<file path="src/rtl/uart_rx.sv">
// uart_rx: 8N1 serial byte receiver with a two-flop input synchroniser,
// mid-bit sampling, a one-cycle valid strobe for good frames and a one-cycle
// frame_error strobe when the stop bit is low. After a framing error the
// receiver waits for the line to return high so a break or a stuck-low line
// cannot produce a stream of bogus bytes.
module uart_rx #(
  parameter int CLKS_PER_BIT = 434
) (
  input  logic       clock,
  input  logic       reset,
  input  logic       rx,
  output logic [7:0] data,
  output logic       valid,
  output logic       frame_error,
  output logic       busy
);

  localparam int HALF = CLKS_PER_BIT / 2;
  localparam int CW   = $clog2(CLKS_PER_BIT);

  localparam logic [CW-1:0] HALF_LAST = CW'(HALF - 1);
  localparam logic [CW-1:0] BIT_LAST  = CW'(CLKS_PER_BIT - 1);

  typedef enum logic [2:0] {
    S_IDLE,
    S_START,
    S_DATA,
    S_STOP,
    S_WAIT_HIGH
  } state_t;

  state_t        state, state_next;
  logic [1:0]    sync;
  logic          rx_s;
  logic [CW-1:0] cnt, cnt_next;
  logic [2:0]    bit_idx, bit_idx_next;
  logic [7:0]    shreg, shreg_next;
  logic [7:0]    data_next;
  logic          valid_next;
  logic          frame_error_next;

  // Two-flop synchroniser for the asynchronous line; resets to the idle level
  // so a reset never looks like a start bit.
  // NOTE: sequential blocks use non-blocking assignments so every flop samples
  // the values from before the clock edge, regardless of statement order.
  always_ff @(posedge clock) begin
    if (reset) begin
      sync <= 2'b11;
    end else begin
      sync <= {sync[0], rx};
    end
  end

  assign rx_s = sync[1];

  // State, counters, shift register and output registers.
  always_ff @(posedge clock) begin
    if (reset) begin
      state       <= S_IDLE;
      cnt         <= '0;
      bit_idx     <= '0;
      shreg       <= '0;
      data        <= '0;
      valid       <= 1'b0;
      frame_error <= 1'b0;
    end else begin
      state       <= state_next;
      cnt         <= cnt_next;
      bit_idx     <= bit_idx_next;
      shreg       <= shreg_next;
      data        <= data_next;
      valid       <= valid_next;
      frame_error <= frame_error_next;
    end
  end

  // Next-state logic: start-bit qualification, mid-bit sampling, stop check.
  always_comb begin
    // NOTE: every signal driven here gets a default first, so no path through
    // the case statement can leave one unassigned and infer a latch.
    state_next       = state;
    cnt_next         = cnt;
    bit_idx_next     = bit_idx;
    shreg_next       = shreg;
    data_next        = data;
    valid_next       = 1'b0;
    frame_error_next = 1'b0;

    unique case (state)
      S_IDLE: begin
        cnt_next = '0;
        if (!rx_s) begin
          state_next = S_START;
        end
      end

      S_START: begin
        if (cnt == HALF_LAST) begin
          cnt_next = '0;
          if (rx_s) begin
            // Line went back high before mid start bit: a glitch, not a frame.
            state_next = S_IDLE;
          end else begin
            bit_idx_next = '0;
            state_next   = S_DATA;
          end
        end else begin
          cnt_next = cnt + 1'b1;
        end
      end

      S_DATA: begin
        if (cnt == BIT_LAST) begin
          cnt_next   = '0;
          // Shift right with the new bit entering at the top: LSB arrives first.
          shreg_next = {rx_s, shreg[7:1]};
          if (bit_idx == 3'd7) begin
            state_next = S_STOP;
          end else begin
            bit_idx_next = bit_idx + 1'b1;
          end
        end else begin
          cnt_next = cnt + 1'b1;
        end
      end

      S_STOP: begin
        if (cnt == BIT_LAST) begin
          cnt_next = '0;
          if (rx_s) begin
            // Leaving at mid stop bit means the next start edge is never missed.
            data_next  = shreg;
            valid_next = 1'b1;
            state_next = S_IDLE;
          end else begin
            frame_error_next = 1'b1;
            state_next       = S_WAIT_HIGH;
          end
        end else begin
          cnt_next = cnt + 1'b1;
        end
      end

      S_WAIT_HIGH: begin
        if (rx_s) begin
          state_next = S_IDLE;
        end
      end

      default: begin
        state_next = S_IDLE;
      end
    endcase
  end

  assign busy = (state != S_IDLE);

endmodule

</file>
<file path="config.mk">
export PLATFORM = sky130hd
export DESIGN_NAME = uart_rx
export DESIGN_NICKNAME = d
export VERILOG_FILES = /design/src/rtl/uart_rx.sv
export SDC_FILE = /design/constraint.sdc
export NUM_CORES = 1
export LEC_CHECK = 0
export BUFFER_PORTS_ARGS = -buffer_cell sky130_fd_sc_hd__buf_2
export CAP_MARGIN = 10
export CELL_PAD_IN_SITES_DETAIL_PLACEMENT = 1
export CELL_PAD_IN_SITES_GLOBAL_PLACEMENT = 1
export CORE_MARGIN = 2
export CORE_UTILIZATION = 40
export DETAILED_ROUTE_END_ITERATION = 12
export GPL_ROUTABILITY_DRIVEN = 1
export GPL_TIMING_DRIVEN = 0
export PLACE_DENSITY = 0.69
export SYNTH_ARGS = -nofsm -noshare
export SYNTH_HDL_FRONTEND = slang
export SYNTH_SLANG_ARGS = --single-unit
</file>
<file path="constraint.sdc">
create_clock -name clock -period 3.1 [get_ports clock]
set_input_delay 0.93 -clock clock [delete_from_list [all_inputs] [get_ports clock]]
set_output_delay 0.93 -clock clock [all_outputs]
set_load 0.02 [all_outputs]
</file>
Yosys cells after proc, flatten, opt, wreduce, memory -nomap -nowiden. Cells that the tools add are included.

Equality and inequality tests: 15. Mux-type cells: 19. $add $sub $neg: 2. Reduce and logical (&&, ||, !) cells: 10. Bitwise gates (word level): 2.

Operators by type and width (count): $mux 3 (11); $pmux 9 s3 (1); $mux 9 (2); $ne 2x2->1 const B (8); $pmux 3 s5 (1); $add 9x1->9 const B (1); $eq 9x8->1 const B (1); $eq 9x9->1 const B (1); $eq 3x2->1 const B (2); $eq 3x3->1 const B (2); $pmux 3 s2 (1); $reduce_and 6->1 (1); $reduce_bool 3->1 (2); $reduce_and 5->1 (1); $add 3x1->3 const B (1); $eq 3x1->1 const B (1); $logic_not 3->1 (1); $reduce_and 3->1 (1); $reduce_or 3->1 (1); $mux 1 (2); $mux 2 (1); $not 1->1 (2); $reduce_and 2->1 (1); $reduce_bool 2->1 (1); $reduce_or 2->1 (1).

Logic and storage cells: 56. Register bits after elaboration: 35. Input bits: 3. Output and inout bits: 11.

Depth between registers and ports, before layout. Gate-level depths: netlist of run 1.

Depth after elaboration: 4. Gate-level depth with buffers: 8. Mapped depth without buffers: 7.

Least setup slack after synthesis of run 1. Ideal clock, no wire load.

Kind: reg-to-reg. Start: register cnt[0]. End: register data[0]. Data arrival time: 1735 ps. Path slack: 1238 ps. Buffers on the path: 1. Cell stages (with the launch flop): 8. Setup time: 128 ps. Period minus slack after synthesis: 1862 ps. Required time: 2972 ps. Cells stage by stage: dfxtp_1 ha_1 nand4bb_1 or3_4 or3_1 buf_6 mux2i_1 nor2_1.

Word-level cells in the longest chain between the ends: 2.

Ends and longest elaborated chain: start: declaration (RTL line 35) `logic [CW-1:0] cnt, cnt_next;`; start signal: assignment (RTL line 68) `cnt <= cnt_next;`; $eq 9x9->1 (RTL line 128) `if (cnt == BIT_LAST) begin`; $reduce_and 3->1 (no source line); end signal: assignment (RTL line 71) `data <= data_next;`; end: declaration (RTL line 12) `output logic [7:0] data,`.

Every way passes these cells. A chain may end at the register's enable or synchronous reset.

Worst setup path in the final report of run 1.
Start: register state[2]. End: output port busy.

Word-level cells in the longest chain between the ends: 1.

Ends and longest elaborated chain: start: declaration (RTL line 32) `state_t state, state_next;`; start signal: assignment (RTL line 67) `state <= state_next;`; $reduce_bool 3->1 (RTL line 156) `assign busy = (state != S_IDLE);`; end: declaration (RTL line 15) `output logic busy`.

Every way passes these cells.

==> results of run 1 <==
synth_stat cells (2+ instances only):
cell type,instances
sky130_fd_sc_hd__inv_1,10
sky130_fd_sc_hd__or3_1,7
sky130_fd_sc_hd__nor3b_1,2
sky130_fd_sc_hd__ha_1,5
sky130_fd_sc_hd__clkbuf_1,4
sky130_fd_sc_hd__a21oi_1,16
sky130_fd_sc_hd__nand2b_1,3
sky130_fd_sc_hd__a32o_1,2
sky130_fd_sc_hd__a21o_1,3
sky130_fd_sc_hd__nor2_1,15
sky130_fd_sc_hd__dfxtp_1,35
sky130_fd_sc_hd__o21ai_0,7
sky130_fd_sc_hd__nor2b_1,5
sky130_fd_sc_hd__nand3_1,8
sky130_fd_sc_hd__mux2i_1,9
sky130_fd_sc_hd__o31ai_1,2
sky130_fd_sc_hd__nand2_1,24
sky130_fd_sc_hd__nor3_1,2
sky130_fd_sc_hd__and3_1,3
sky130_fd_sc_hd__or2_2,3
sequential cells by signal, summed over array words and instances, names as in the netlist:
register	cells
bit_idx	3
cnt	9
data	8
frame_error	1
shreg	8
state	3
sync	2
valid	1
cell type report:
class                      instances  area [um2]  share of cell area
timing repair buffer              13        65.1              0.0363
buffer                             7        35.0              0.0196
sequential                        35         701               0.391
tap                               48        60.1              0.0335
clock inverter                     1        5.00             0.00279
multi-input combinational        132         806               0.450
clock buffer                       6        82.6              0.0461
inverter                          10        37.5              0.0209
path summary, 6_finish.rpt:
check,end,cells after the start,start
worst min register to register,sync[1],1,sync[0]
worst min-delay path,sync[1],1,sync[0]
worst max-delay path,busy,3,state[2]
worst max register to register,state[2],6,cnt[0]
kinds of logic (layout without fill, tap and decap cells):
group / after synthesis / in the layout / synth area share
AO/OA/AOI/OAI: 36 / 36 / 0.139
XOR/XNOR: 1 / 1 / 0.00555
adder cells (fa/ha/maj): 5 / 5 / 0.0396
buffers and inverters: 17 / 37 / 0.0460
flip-flops: 35 / 35 / 0.444
multiplexers: 10 / 10 / 0.0642
AND/OR/NAND/NOR: 80 / 80 / 0.262
per-layer routing:
metal,up-vias,track usage,share of wire
met5,-,0,0
met4,0,0.0536,0.0098
met3,5,0.0507,0.024
li1,671,-,-
met2,11,0.331,0.51
met1,629,0.214,0.46
report_power, final:
part           internal [mW]  switching (mW)  total (mW)  leakage [nW]
Combinational         0.0110          0.0199      0.0310         0.415
Clock                  0.174           0.162       0.337        0.0470
Sequential             0.452         0.00398       0.456         0.282
Total                  0.638           0.186       0.824         0.745
critical path, cell delays in order, from the launching register on:
cell and delay (ps):
sky130_fd_sc_hd__dfxtp_1 310, sky130_fd_sc_hd__clkbuf_1 240, sky130_fd_sc_hd__or3_1 360, sky130_fd_sc_hd__buf_2 160
==> flow_summary.rst, run 1 <==
.. list-table::
   :header-rows: 1

   * - Metric
     - Value
   * - All-layer global routing usage
     - 0.185
   * - Final wirelength
     - 3560 um
   * - Data required time at the worst endpoint
     - 2170 ps
   * - Worst Path Arrival
     - 1360 ps
   * - # hold bufs at CTS
     - 0
   * - Max-cap violation count
     - 0
   * - Number of clock sinks
     - 35
   * - Leakage power summed over all cells
     - 0.745 nW
   * - Final hold violations
     - 0
   * - Commonest cells after routing, fill and taps aside
     - sky130_fd_sc_hd__dfxtp_1, sky130_fd_sc_hd__nand2_1, sky130_fd_sc_hd__a21oi_1, sky130_fd_sc_hd__nor2_1, sky130_fd_sc_hd__buf_2
   * - Vias in the first global route
     - 1319
   * - Routed Antenna Nets
     - 0
   * - Via-per-instance ratio
     - 5.22
   * - # rows
     - 22
   * - Setup repair after global routing missed its margin
     - no
   * - Post-route DRC
     - 0
   * - Fraction of final layout cells sized beyond drive strength 1
     - 0.137
   * - Synthesis-to-layout area growth
     - 13.5%
   * - Fraction of synthesized cell area taken by the top area cell type
     - 0.444
   * - Final nets
     - 212
   * - Power density normalized to cell area
     - 460 nW/um2
   * - Cell type with the largest total area after synthesis
     - sky130_fd_sc_hd__dfxtp_1
   * - Largest net degree at the start of global routing
     - 11
   * - Die outline area
     - 4470 um2
   * - H-tree levels
     - 2
   * - Post-Synthesis Net Count
     - 192
   * - First-pass GRT wire length
     - 6140 um
   * - Via total after detailed routing
     - 1316
   * - Number of I/O port buffers
     - 13
   * - Clock-pin slew reported for the worst setup and hold paths after clock tree synthesis
     - 70 ps
   * - Clk_lat worst skew
     - 290 ps
   * - DP HPWL
     - 2640 um
   * - Maximum fanout encountered on the critical timing path
     - 10
   * - Async set-or-reset flop fraction in the synthesized netlist
     - 0
   * - Boundary pin count
     - 14
   * - Clock Skew
     - 8.14 ps
   * - Final core utilization
     - 0.482
   * - Slew at the pin closest to its max-slew limit
     - 658 ps
   * - Clock buffer count from CTS
     - 5
   * - EDFF count, synth
     - 0
   * - Worst setup SP type
     - register
   * - Clock tree from TritonCTS
     - done
   * - Worst supply voltage drop on vdd
     - 0.000212 V
   * - Overall die width
     - 66.8 um
   * - First DRT Iteration DRCs
     - 73
   * - Total overflow reported by the global router
     - 0
   * - Area of all placed cells without fillers
     - 1790 um2
   * - Worst setup margin
     - 809 ps
   * - Area of the mapped netlist
     - 1580 um2
   * - Final setup violation count
     - 0
   * - Most area-consuming cells after synthesis
     - sky130_fd_sc_hd__dfxtp_1, sky130_fd_sc_hd__mux2i_1, sky130_fd_sc_hd__nand2_1
   * - Bufs on Longest Clock Path
     - 2
   * - Buffers inserted during post-CTS setup optimization
     - 0
   * - Hold slack final
     - 417 ps
   * - Post-Place Cells
     - 245
   * - Initial cell density of the core
     - 0.425
   * - Number of gates resized after cts
     - 0
   * - Min-Delay Path Class
     - reg -> reg
   * - Filler instances
     - 468
   * - Global placer's final weighted congestion
     - 0.796
   * - Total negative slack for setup checks
     - 0 ps
   * - Yosys reg bits
     - 35
   * - Endpoint kind of the worst setup timing path
     - output pin
   * - Clock Root Buffer
     - sky130_fd_sc_hd__clkbuf_8
   * - Final routed wire length divided by cell count
     - 14.1 um
   * - Final number of max-transition violations
     - 0
   * - Total number of yosys warnings
     - 0
   * - Final Cycle Share
     - 0.739
   * - Setup slack on the worst flop-to-flop path
     - 890 ps
   * - Placement-stage cell area
     - 1700 um2
   * - Count of cell types in the netlist
     - 39
   * - Overall Power
     - 0.824 mW
   * - Minimum period implied by the final worst setup slack
     - 2290 ps
   * - Average footprint of a synthesized cell
     - 8.58 um2
   * - Highest achievable clock rate
     - 437 MHz
   * - Final cell count without fillers
     - 252
   * - Die Height
     - 66.8 um
   * - Worst max-slew margin expressed relative to the limit
     - 0.561
   * - Critical path class
     - reg -> out
   * - Number of diodes
     - 0
   * - Initial antenna violation count
     - 0
   * - Status
     - finished, final reports clean
   * - First-pass iteration count of the detailed router
     - 2
   * - Most frequent standard cell in the layout excluding fill and tap cells
     - sky130_fd_sc_hd__dfxtp_1
   * - Floorplan Core Area
     - 3720 um2
   * - Part of the Yosys area used for sequential elements
     - 0.444
   * - Placement-stage worst setup slack
     - 857 ps
   * - Cells after synthesis
     - 184
   * - Ys flop type
     - sky130_fd_sc_hd__dfxtp_1
Power figures use the tool's default switching activity.
==> inputs of run 2 (changes only) <==
- ABC_AREA: unset -> 1
- PLACE_DENSITY: 0.69 -> 0.71
- clock period: 3.1 -> 2.15 ns (I/O delays scaled with it)
==> run 2 against run 1 <==
  * Synthesized area increased by 1.3%
  * Flip-flop and latch count did not move
  * Clock power increased by 83%
  * Register-to-register slack got worse by 480 ps
  * Clock-buffer cell count unchanged
  * Die area increased by 1.3%
  * Cell area up 2.9%
  * Utilization is 1.0 points higher
  * Non-clock buffer count shrank 1
==> flow_summary.rst, run 2 <==
.. list-table::
   :header-rows: 1

   * - Metric
     - Value
   * - Via-per-instance ratio
     - 5.08
   * - Part of the Yosys area used for sequential elements
     - 0.438
   * - Clock Skew
     - 4.73 ps
   * - Most frequent standard cell in the layout excluding fill and tap cells
     - sky130_fd_sc_hd__nand2_1
   * - # rows
     - 22
   * - Placement-stage cell area
     - 1730 um2
   * - Cell type with the largest total area after synthesis
     - sky130_fd_sc_hd__dfxtp_1
   * - Chain of cells forming the critical path
     - nor2_1 -> nand2_1 -> buf_2
   * - Worst Hold Launch
     - sync[0]
   * - DP HPWL
     - 2940 um
   * - Minimum period implied by the final worst setup slack
     - 1800 ps
   * - Cells after synthesis
     - 217
   * - Final setup violation count
     - 0
   * - First DRT Iteration DRCs
     - 54
   * - Final wirelength
     - 3970 um
   * - Final Cycle Share
     - 0.837
   * - Clock buffer count from CTS
     - 5
   * - Status
     - finished, final reports clean
   * - Die Height
     - 67.3 um
   * - Global placer's final weighted congestion
     - 0.764
   * - Worst setup SP type
     - register
   * - Bufs on Longest Clock Path
     - 2
   * - Worst supply voltage drop on vdd
     - 0.000400 V
   * - Total negative slack for setup checks
     - 0 ps
   * - Async set-or-reset flop fraction in the synthesized netlist
     - 0
   * - Biggest cell delay along the critical path
     - 370 ps
   * - Die outline area
     - 4520 um2
   * - Worst hold path endpoint
     - sync[1]
   * - Post-Synthesis Net Count
     - 225
   * - Total overflow reported by the global router
     - 0
   * - Setup repair after global routing missed its margin
     - no
   * - Power density normalized to cell area
     - 948 nW/um2
   * - Worst-path cell with the longest stage delay
     - sky130_fd_sc_hd__dfxtp_1
   * - Yosys reg bits
     - 35
   * - Via total after detailed routing
     - 1453
   * - Floorplan Core Area
     - 3740 um2
   * - Setup slack on the worst flop-to-flop path
     - 410 ps
   * - Largest registers in the final layout
     - cnt x9, data x8, shreg x8
   * - First-pass iteration count of the detailed router
     - 4
   * - Clock tree from TritonCTS
     - done
   * - Ys flop type
     - sky130_fd_sc_hd__dfxtp_1
   * - Initial antenna violation count
     - 0
   * - Routing usage on met1
     - 0.225
   * - Clock Root Buffer
     - sky130_fd_sc_hd__clkbuf_8
   * - Critical path class
     - reg -> out
   * - All-layer global routing usage
     - 0.208
   * - Worst reg2reg startpoint
     - cnt[0]
   * - Endpoint kind of the worst setup timing path
     - output pin
   * - Number of diodes
     - 0
   * - Fraction of final layout cells sized beyond drive strength 1
     - 0.139
   * - Leakage power summed over all cells
     - 0.829 nW
   * - Count leader, synth
     - sky130_fd_sc_hd__nand2_1
   * - Buffers inserted during post-CTS setup optimization
     - 0
   * - Worst Path Arrival
     - 1160 ps
   * - Count of cell types in the netlist
     - 24
   * - Maximum fanout encountered on the critical timing path
     - 5
   * - Initial cell density of the core
     - 0.427
   * - Final hold violations
     - 0
   * - Data required time at the worst endpoint
     - 1500 ps
   * - H-tree levels
     - 2
   * - Min-Delay Path Class
     - reg -> reg
   * - EDFF count, synth
     - 0
   * - Vias in the first global route
     - 1493
   * - Total number of yosys warnings
     - 0
   * - Largest Register
     - cnt
   * - Boundary pin count
     - 14
   * - Clock-pin slew reported for the worst setup and hold paths after clock tree synthesis
     - 70 ps
   * - Worst max-slew margin expressed relative to the limit
     - 0.621
   * - Number of gates resized after cts
     - 0
   * - Overall die width
     - 67.3 um
   * - Most used routing layer
     - met2
   * - Slew at the pin closest to its max-slew limit
     - 569 ps
   * - Post-route DRC
     - 0
   * - Flip-flop count of the largest register, all copies and words added
     - 9
   * - GR Util met2
     - 0.380
   * - Synthesis-to-layout area growth
     - 15.2%
   * - Routed Antenna Nets
     - 0
   * - Final number of max-transition violations
     - 0
   * - Clk_lat worst skew
     - 290 ps
   * - Area of the mapped netlist
     - 1600 um2
   * - Average footprint of a synthesized cell
     - 7.37 um2
   * - FF-to-FF End
     - cnt[3]
   * - # hold bufs at CTS
     - 0
   * - Largest net degree at the start of global routing
     - 12
   * - Fraction of synthesized cell area taken by the top area cell type
     - 0.438
   * - Final nets
     - 245
   * - Highest achievable clock rate
     - 555 MHz
   * - Commonest cells after routing, fill and taps aside
     - sky130_fd_sc_hd__nand2_1, sky130_fd_sc_hd__dfxtp_1, sky130_fd_sc_hd__a21oi_1, sky130_fd_sc_hd__inv_1, sky130_fd_sc_hd__o21ai_0
   * - Area of all placed cells without fillers
     - 1840 um2
   * - Worst Hold Depth
     - 1
   * - Leading post-synthesis cells by instance count
     - sky130_fd_sc_hd__nand2_1, sky130_fd_sc_hd__dfxtp_1, sky130_fd_sc_hd__a21oi_1
   * - Met3 track demand over resource in global routing
     - 0.0517
   * - Number of I/O port buffers
     - 13
   * - First-pass GRT wire length
     - 6960 um
   * - Max-cap violation count
     - 0
   * - Most area-consuming cells after synthesis
     - sky130_fd_sc_hd__dfxtp_1, sky130_fd_sc_hd__nand2_1, sky130_fd_sc_hd__a21oi_1
   * - Number of clock sinks
     - 35
   * - Final routed wire length divided by cell count
     - 13.9 um
   * - Depth of the most critical reg-to-reg path
     - 9
-- run 2: cell count changes after synthesis, sizes merged, moves of 4 or more --
cell / change
a21oi: +12
inv: +19
nor2b: -5
nor2: +4
or3: -8
mux2i: -9
nand4: +6
o21ai: +16
nand2: +23
-- run 2: how the worst max path moves through the flow --
stage	from	end
floorplan	cnt[0]	cnt[0]
global placement	cnt[0]	cnt[5]
detailed placement	cnt[0]	cnt[3]
CTS	state[0]	busy
global route	cnt[0]	cnt[4]
finish	state[0]	busy
-- run 2: worst max-delay path, delay by kind of cell, from the launching register on --
kind	cells	cell delay [ps]
DFF	1	370
and+or+nand+nor	2	330
buffers and inverters	1	160
-- run 2: routing by layer --
metal / share of wire / wire length, um / vias to the layer above
li1: - / - / 742
met2: 0.51 / 2040 / 16
met1: 0.44 / 1770 / 691
met5: 0 / 0 / -
met4: 0.015 / 60 / 0
met3: 0.026 / 104 / 4
-- run 2: cell families (layout without fill, tap and decap cells) --
group	after synthesis	after routing	share of synthesized area
xor+xnor	1	1	0.00547
buf+inv	35	56	0.0938
compound gates	52	52	0.164
flops	35	35	0.438
fa+ha+maj	5	5	0.0391
simple gates	89	89	0.260
-- run 2: metrics by stage --
step	util	setup slack (ps)	cells	hold WS, ps	power [mW]
2_1_floorplan	-	775	217	389	1.03
3_5_place_dp	0.461	429	278	416	1.14
3_3_place_gp	0.461	481	278	420	1.12
5_1_grt	0.492	175	286	470	1.87
4_1_cts	0.492	342	286	441	1.77
6_report	0.492	350	286	431	1.75
-- run 2: area by class of cell --
type                    instances  area, um2
inverters                      29        109
flip-flops and latches         35        701
clock inverters                 2       35.0
multi-input cells             147        749
fillers                       504       1900
plain buffers                   6       41.3
well taps                      48       60.1
repair buffers                 13       65.1
clock buffers                   6       82.6
-- run 2: report_power, final --
group	switching, mW	internal, mW	total [mW]	leakage, nW
registers	0.0472	0.679	0.726	0.283
clock network	0.241	0.375	0.616	0.0612
logic	0.291	0.115	0.406	0.485
total	0.579	1.17	1.75	0.829
